==> config.mk <==
export PLATFORM = sky130hd
export DESIGN_NAME = tick_period_meter
export DESIGN_NICKNAME = d
export VERILOG_FILES = /design/src/rtl/tick_meter_pkg.sv /design/src/rtl/rise_det.sv /design/src/rtl/tick_period_meter.sv
export SDC_FILE = /design/constraint.sdc
export NUM_CORES = 1
export LEC_CHECK = 0
export BUFFER_PORTS_ARGS = -buffer_cell sky130_fd_sc_hd__buf_2
export CAP_MARGIN = 5
export CORE_MARGIN = 1
export CORE_UTILIZATION = 41
export CTS_CLUSTER_DIAMETER = 60
export DETAILED_ROUTE_END_ITERATION = 12
export PLACE_DENSITY = 0.62
export SYNTH_ARGS = -nofsm -noshare
export SYNTH_HDL_FRONTEND = slang
export SYNTH_SLANG_ARGS = --single-unit
==> constraint.sdc <==
create_clock -name clk -period 4.6 [get_ports clk]
set_input_delay 0.92 -clock clk [delete_from_list [all_inputs] [get_ports clk]]
set_output_delay 0.92 -clock clk [all_outputs]
set_load 0.05 [all_outputs]
==> src/rtl/tick_meter_pkg.sv <==
// Shared definitions for the tick period meter.
//   state_t : measurement FSM states (IDLE = waiting for the first edge,
//             RUN = counting clk cycles between strobe edges)
//   CNT_W   : width of the cycle counter and of the reported period
//   ERR_W   : width of the saturating out-of-tolerance counter
package tick_meter_pkg;

  typedef enum logic {
    IDLE = 1'b0,
    RUN  = 1'b1
  } state_t;

  localparam int CNT_W = 16;
  localparam int ERR_W = 8;

endpackage

==> src/rtl/rise_det.sv <==
// Rising-edge detector for a signal already synchronous to clk.
//   clk   : clock, rising edge
//   rst   : synchronous active-high reset, clears the delayed copy
//   d     : input level
//   pulse : high in the cycle where d is 1 and was 0 on the previous cycle
//           (a level held high yields a single pulse)
module rise_det (
  input  logic clk,
  input  logic rst,
  input  logic d,
  output logic pulse
);

  logic d_p0;

  always_ff @(posedge clk) begin
    if (rst) begin
      d_p0 <= 1'b0;
    end else begin
      d_p0 <= d;
    end
  end

  assign pulse = d & ~d_p0;

endmodule

==> src/rtl/tick_period_meter.sv <==
// Measures the period, in clk cycles, of a clock-enable strobe and flags
// strobe loss.
//   Parameters : FCLK  clock frequency in Hz
//                FTICK nominal strobe frequency in Hz (EXP = FCLK/FTICK)
//                TOL   allowed |period - EXP| in cycles
//   clk        : single clock, rising edge
//   rst        : synchronous active-high reset
//   ce_in      : strobe under measurement (rising edges are measured)
//   period     : last measured period in cycles
//   period_vld : one-cycle pulse when period updates (1 clk after the edge)
//   in_tol     : last period within EXP +/- TOL
//   tmo        : one-cycle pulse when no edge arrives within TMO cycles
//   lost       : sticky strobe-loss flag, cleared by the next measurement
//   err_cnt    : saturating count of out-of-tolerance periods
// Build option: define TICK_PERIOD_METER_ERRCNT_EN to build the error
// counter; without it err_cnt is tied to zero.
module tick_period_meter
  import tick_meter_pkg::*;
#(
  parameter int FCLK  = 50000000,
  parameter int FTICK = 1000,
  parameter int TOL   = 50
) (
  input  logic             clk,
  input  logic             rst,
  input  logic             ce_in,
  output logic [CNT_W-1:0] period,
  output logic             period_vld,
  output logic             in_tol,
  output logic             tmo,
  output logic             lost,
  output logic [ERR_W-1:0] err_cnt
);

  localparam int EXP = FCLK / FTICK;
  localparam int TMO = EXP + EXP / 4;
  localparam logic [CNT_W-1:0] TMO_LAST = CNT_W'(TMO - 1);

  // The timeout must be reachable by the 16-bit counter.
  if (TMO > 65535 || TMO < 1) begin : g_bad_tmo
    $error("tick_period_meter: TMO=%0d does not fit the 16-bit counter", TMO);
  end

  // |m - EXP| <= TOL, evaluated in signed 32-bit arithmetic so a TOL larger
  // than EXP cannot wrap.
  function automatic logic within_tol(input logic [CNT_W-1:0] m);
    int signed diff;
    diff = int'(m) - EXP;
    if (diff < 0) diff = -diff;
    return (diff <= TOL);
  endfunction

  state_t           state, state_d;
  logic [CNT_W-1:0] cnt, cnt_d;
  logic [CNT_W-1:0] meas;
  logic             rise;
  logic             meas_go;
  logic             tmo_go;

  rise_det u_rise_det (
    .clk   (clk),
    .rst   (rst),
    .d     (ce_in),
    .pulse (rise)
  );

  // cnt holds (cycles since the last edge) - 1, so the period is cnt + 1.
  assign meas = cnt + 1'b1;

  always_comb begin
    state_d = state;
    cnt_d   = cnt;
    meas_go = 1'b0;
    tmo_go  = 1'b0;
    case (state)
      IDLE: begin
        if (rise) begin
          state_d = RUN;
          cnt_d   = '0;
        end
      end
      RUN: begin
        // An edge on the last allowed cycle still counts as a measurement.
        if (rise) begin
          meas_go = 1'b1;
          cnt_d   = '0;
        end else if (cnt == TMO_LAST) begin
          tmo_go  = 1'b1;
          state_d = IDLE;
          cnt_d   = '0;
        end else begin
          cnt_d   = cnt + 1'b1;
        end
      end
      default: begin
        state_d = IDLE;
        cnt_d   = '0;
      end
    endcase
  end

  // Stage boundary: FSM, counter and result registers (1-cycle latency).
  always_ff @(posedge clk) begin
    if (rst) begin
      state      <= IDLE;
      cnt        <= '0;
      period     <= '0;
      period_vld <= 1'b0;
      in_tol     <= 1'b0;
      tmo        <= 1'b0;
      lost       <= 1'b0;
    end else begin
      state      <= state_d;
      cnt        <= cnt_d;
      period_vld <= meas_go;
      tmo        <= tmo_go;
      if (meas_go) begin
        period <= meas;
        in_tol <= within_tol(meas);
        lost   <= 1'b0;
      end else if (tmo_go) begin
        lost   <= 1'b1;
      end
    end
  end

`ifdef TICK_PERIOD_METER_ERRCNT_EN
  function automatic logic [ERR_W-1:0] sat_inc(input logic [ERR_W-1:0] v);
    return (&v) ? v : v + 1'b1;
  endfunction

  always_ff @(posedge clk) begin
    if (rst) begin
      err_cnt <= '0;
    end else if (meas_go && !within_tol(meas)) begin
      err_cnt <= sat_inc(err_cnt);
    end
  end
`else
  assign err_cnt = '0;
`endif

endmodule
* Word level (Yosys, flattened, before mapping)
Index checks and enable logic that the tools add are counted.
W data, S select, Z words.
** Operators by class
- Eq/ne operators :: 2
- Bitwise operators :: 3
- $add $sub $neg :: 3
- Reduce and logical (&&, ||, !) cells :: 1
- $lt $le $gt $ge :: 2
- Muxes and demuxes :: 15
** Operators by type and width (count)
- $mux W32 :: 3
- $mux W16 :: 3
- $le A32 B7 Y1 const B :: 1
- $neg A17 Y32 :: 1
- $pmux W16 S2 :: 1
- $lt A17 B1 Y1 const B :: 1
- $sub A16 B16 Y17 const B :: 1
- $add A16 B1 Y16 const B :: 1
- $eq A16 B16 Y1 const B :: 1
- $mux W1 :: 7
- $ne A2 B2 Y1 const B :: 1
- $not A1 Y1 :: 2
- $pmux W1 S2 :: 1
- $reduce_or A2 Y1 :: 1
- $and A1 B1 Y1 :: 1
** Word-level totals
- Input port bits :: 3
- Output and inout bits :: 28
- Register bits after elaboration :: 38
- Logic and storage cells :: 34

* Longest topological paths before layout
- Depth in word-level cells :: 7
- Depth in mapped cells :: 17
- Mapped depth without buffers :: 14

* Cells and area by module
A second synthesis with hierarchy kept.
** Unflattened totals
- Cells, all modules :: 336
- Area, all modules :: 2655.0 µm²
** Modules (own cells, without submodules)
- tick_period_meter :: cells an instance 333, instances 1, sequential area each 740.7 µm², area each 2607.5 µm²
- rise_det :: cells an instance 3, instances 1, sequential area each 20.0 µm², area each 47.5 µm²

* Worst setup path after synthesis
Ideal clock, no wire load.
- Kind :: flip-flop to flip-flop
- From :: reg cnt[0]
- To :: reg in_tol
- Stages on the path, launching flop included :: 17
- Slack :: 0.488 ns
- Clock period less this slack :: 4.112 ns
- Required time :: 4.541 ns
- Buffers on the path :: 2
- Arrival :: 4.053 ns
- Library setup time :: 0.059 ns
- Path through :: dfxtp_1 > ha_1 > clkbuf_1 > nand3_1 > xnor2_1 > ha_1 > nor2_1 > a32o_1 > or4_4 > and2_4 > buf_6 > o211a_4 > nor4_2 > a311oi_1 > o32a_1 > nor4_1 > a31o_1
** Between the ends
- Longest elaborated chain between the ends :: 7
- Elaborated cells on any way between the ends :: 8
- Classes of those cells :: add/sub (3); order compare (2); mux (3)
** Ends and longest elaborated chain
- from (decl) :: RTL line tick_period_meter.sv:54 : logic [CNT_W-1:0] cnt, cnt_d;
- from (signal assigned) :: RTL line tick_period_meter.sv:114 : cnt <= cnt_d;
- $add A16 B1 Y16 * :: RTL line tick_period_meter.sv:68 : assign meas = cnt + 1'b1;
- $sub A16 B16 Y17 * :: RTL line tick_period_meter.sv:48 : diff = int'(m) - EXP;
- $neg A17 Y32 or $lt A17 B1 Y1 (tied branches) :: RTL line tick_period_meter.sv:49 : if (diff < 0) diff = -diff;
- $mux W32 * :: RTL line tick_period_meter.sv:49
- $mux W32 * :: RTL line tick_period_meter.sv:117 : if (meas_go) begin
- $mux W32 * :: RTL line tick_period_meter.sv:104 : if (rst) begin
- $le A32 B7 Y1 * :: RTL line tick_period_meter.sv:50 : return (diff <= TOL);
- to (signal assigned) :: RTL line tick_period_meter.sv:119 : in_tol <= within_tol(meas);
- to (decl) :: RTL line tick_period_meter.sv:29 : output logic in_tol,
Every way passes the cells marked *; elsewhere a longest branch is shown, timed or not. The select of a mux whose other input is x is not followed.
A chain may end at the register's enable or synchronous reset.

* Worst setup path after layout
- From :: reg cnt[1]
- To :: reg in_tol
The elaborated chain is that of the path after synthesis.

==> reports/metrics.yaml <==
drt:
  vias_per_cell: 5.679
  wire_per_inst_microns: 14.59
  drt_iter0_drc: 225
  drc: 0
  firstDrtPassIters: 4
  ant_nets: 0
  wirelength_microns: 6362
  vias: 2476
final_layout:
  final_net_count: 368
  final_cell_mix: "dfxtp_1 (38), nor2_1 (35), o21ai_0 (31)"
  drive_above_1_share: 0.1274
  area_growth_pct: 8.853
  final_common_cell: "dfxtp_1"
  n_antenna_cell: 0
  final_util: 0.4721
die:
  die_h_microns: 82.07
  io_pins: 31
  core_sq_mm: 0.006061
  die_x_microns: 82.07
  fp-row-count: 28
  initial_core_util: 0.4337
  die-area_sq_mm: 0.006735
placement:
  gp_congestion: 0.9274
  dp_hpwl_microns: 4819
  port_buffers: 22
power:
  leakage_uw: 0.001083
  power.density_mw_per_mm2: 253.4
  ir_drop_v: 0.0001437
run:
  maxCapViolCount: 0
clocking:
  postCtsHoldBufs: 0
  post_cts_buffers: 0
  cts-root-buf: "clkbuf_8"
  clk_latency_ns: 0.29
  tritoncts: "done"
  clock_path_buffers: 2
  clkTransAtPathRegs_ns: 0.08
  h-tree-depth: 2
  cts_buffers: 5
  post_cts_resize_count: 0
  clock_sinks: 38
sta:
  fin_tns_setup_ns: 0
  fin_crit_sh: 0.8797
  fmax_mhz: 247.1
  hold_viol: 0
  worst_slew_pin_slew_ns: 0.9575
  grt_setup_unrepaired: "false"
  final.setup_skew_ns: 0.007924
  slew_violations: 0
  maxSlewHeadroom: 0.3593
  fin_crit_ns: 4.047
  setup-violations-final: 0
critical_path:
  max_stage_delay_ns: 0.58
  critPathKind: "reg -> reg"
  critPathCaptureType: "flop"
  required_ns: 4.84
  cp-start-kind: "flop"
  critical-path-slowest-cell: "dfxtp_1"
  cp.arrival_ns: 4.28
  path_cells: "ha_1 -> nand3_1 -> xnor2_1 -> ha_1 -> nor2_1 -> a32o_1 -> or4_4 -> and2_4 -> o211a_4 -> nor4_2 -> a311oi_1 -> o32a_1 -> nor4_1 -> a31o_1"
  path_common_cell: "ha_1"
  path_max_fanout: 16
global_routing:
  grt_overflow_total: 0
  grt_max_degree: 23
  grt_first_pass_wirelength_microns: 10470
  grtUsageTotal: 0.2042
  grt_pass1_vias: 2161
  antenna_found_initial: 0
synthesis:
  syn_area_per_cell_sq_um: 7.511
  synth_top_cell_by_area: "dfxtp_1"
  synth-async-reset-ratio: 0
  synth_ff_type: "dfxtp_1"
  synthTopCellsByArea: "dfxtp_1 (29%), o21ai_0 (5.9%), nor2_1 (5.0%)"
  ys_warn_count: 0
  synth-seq-area-share: 0.2894
  synth_area_sq_mm: 0.002629
  synth.top_cell.area_share: 0.2894
  synth.distinct_cells: 62
  synthCells: 350
  synth_seq_cells: 38
  synth_edf_count: 0
status:
  outcome: "completed"
hold_path:
  hp-class: "reg -> reg"
## final timing paths
path,start,slack (ns),end,cells past startpoint
max,cnt[1],0.55,in_tol,14
min,period[9],0.45,period[9],2
max reg2reg,cnt[1],0.55,in_tol,14
min reg2reg,period[9],0.45,period[9],2
## cell type report
cell class / count / area, sq um
clock buffers: 5 / 68.82
fillers: 608 / 3199
well taps: 75 / 93.84
clock inverters: 3 / 68.82
repair buffers: 27 / 147.6
flip-flops and latches: 38 / 760.7
multi-input cells: 278 / 1684
inverters: 10 / 37.54
## registers in the layout (all words and copies together), names as in the netlist
signal	count
cnt	16
in_tol	1
lost	1
period	16
period_vld	1
state	1
tmo	1
u_rise_det.d_p0	1
## Yosys cell counts (4+ instances only)
cell type / count
xor2_1: 9
ha_1: 5
and3_1: 12
a21oi_1: 25
nand3_1: 12
nor4_1: 4
a211oi_1: 5
nor2_1: 35
nand2_1: 28
inv_1: 10
dfxtp_1: 38
nor2b_1: 7
clkbuf_1: 16
nand4_1: 12
or3_1: 5
nor3_1: 4
xnor2_1: 13
buf_4: 8
nand3b_1: 4
and2_1: 9
o21ai_0: 31
## layer usage
metal,vias to the layer above,GRT usage,part of all wire
met2,61,0.3281,0.46
met1,1139,0.2697,0.48
met4,0,0.07018,0.018
met3,11,0.04000,0.041
met5,-,0,0
li1,1265,-,-
## where the power goes
group          switching, uW  leakage (uW)  total (uW)  internal [uW]
logic                   40.1      0.000708        49.7           9.61
registers               2.53      0.000307         334            331
clock network            124     0.0000683         342            217
## stage by stage
stage | total power (uW) | cell area, sq um | instances | setup slack [ns] | hold WS (ns)
floorplan | 386.6 | 2655 | 357 | 0.4878 | 0.4689
global placement | 391.0 | 2724 | 428 | 0.7417 | 0.4305
detailed placement | 391.2 | 2724 | 428 | 0.6254 | 0.4370
CTS | 734.5 | 2861 | 436 | 0.5955 | 0.4570
global route | 756.0 | 2861 | 436 | 0.3754 | 0.4768
finish | 725.2 | 2861 | 436 | 0.5534 | 0.4484
## worst max-delay path, delay by kind of cell, from the launching register on
family                     cells  cell delay, ns
DFF                            1            0.58
AOI/OAI and AO/OA              5            1.19
adders and majority gates      2            0.48
xor gates and xnor gates       1            0.25
and+or+nand+nor                6            1.49
## cell families after synthesis
kind of cell	share of synthesized area
other cells	0.001427
compound gates	0.2190
buf+inv	0.07996
flops	0.2894
simple gates	0.3132
fa+ha+maj	0.02380
xor+xnor	0.07330
Note: power is estimated with default switching activity, not from simulation.
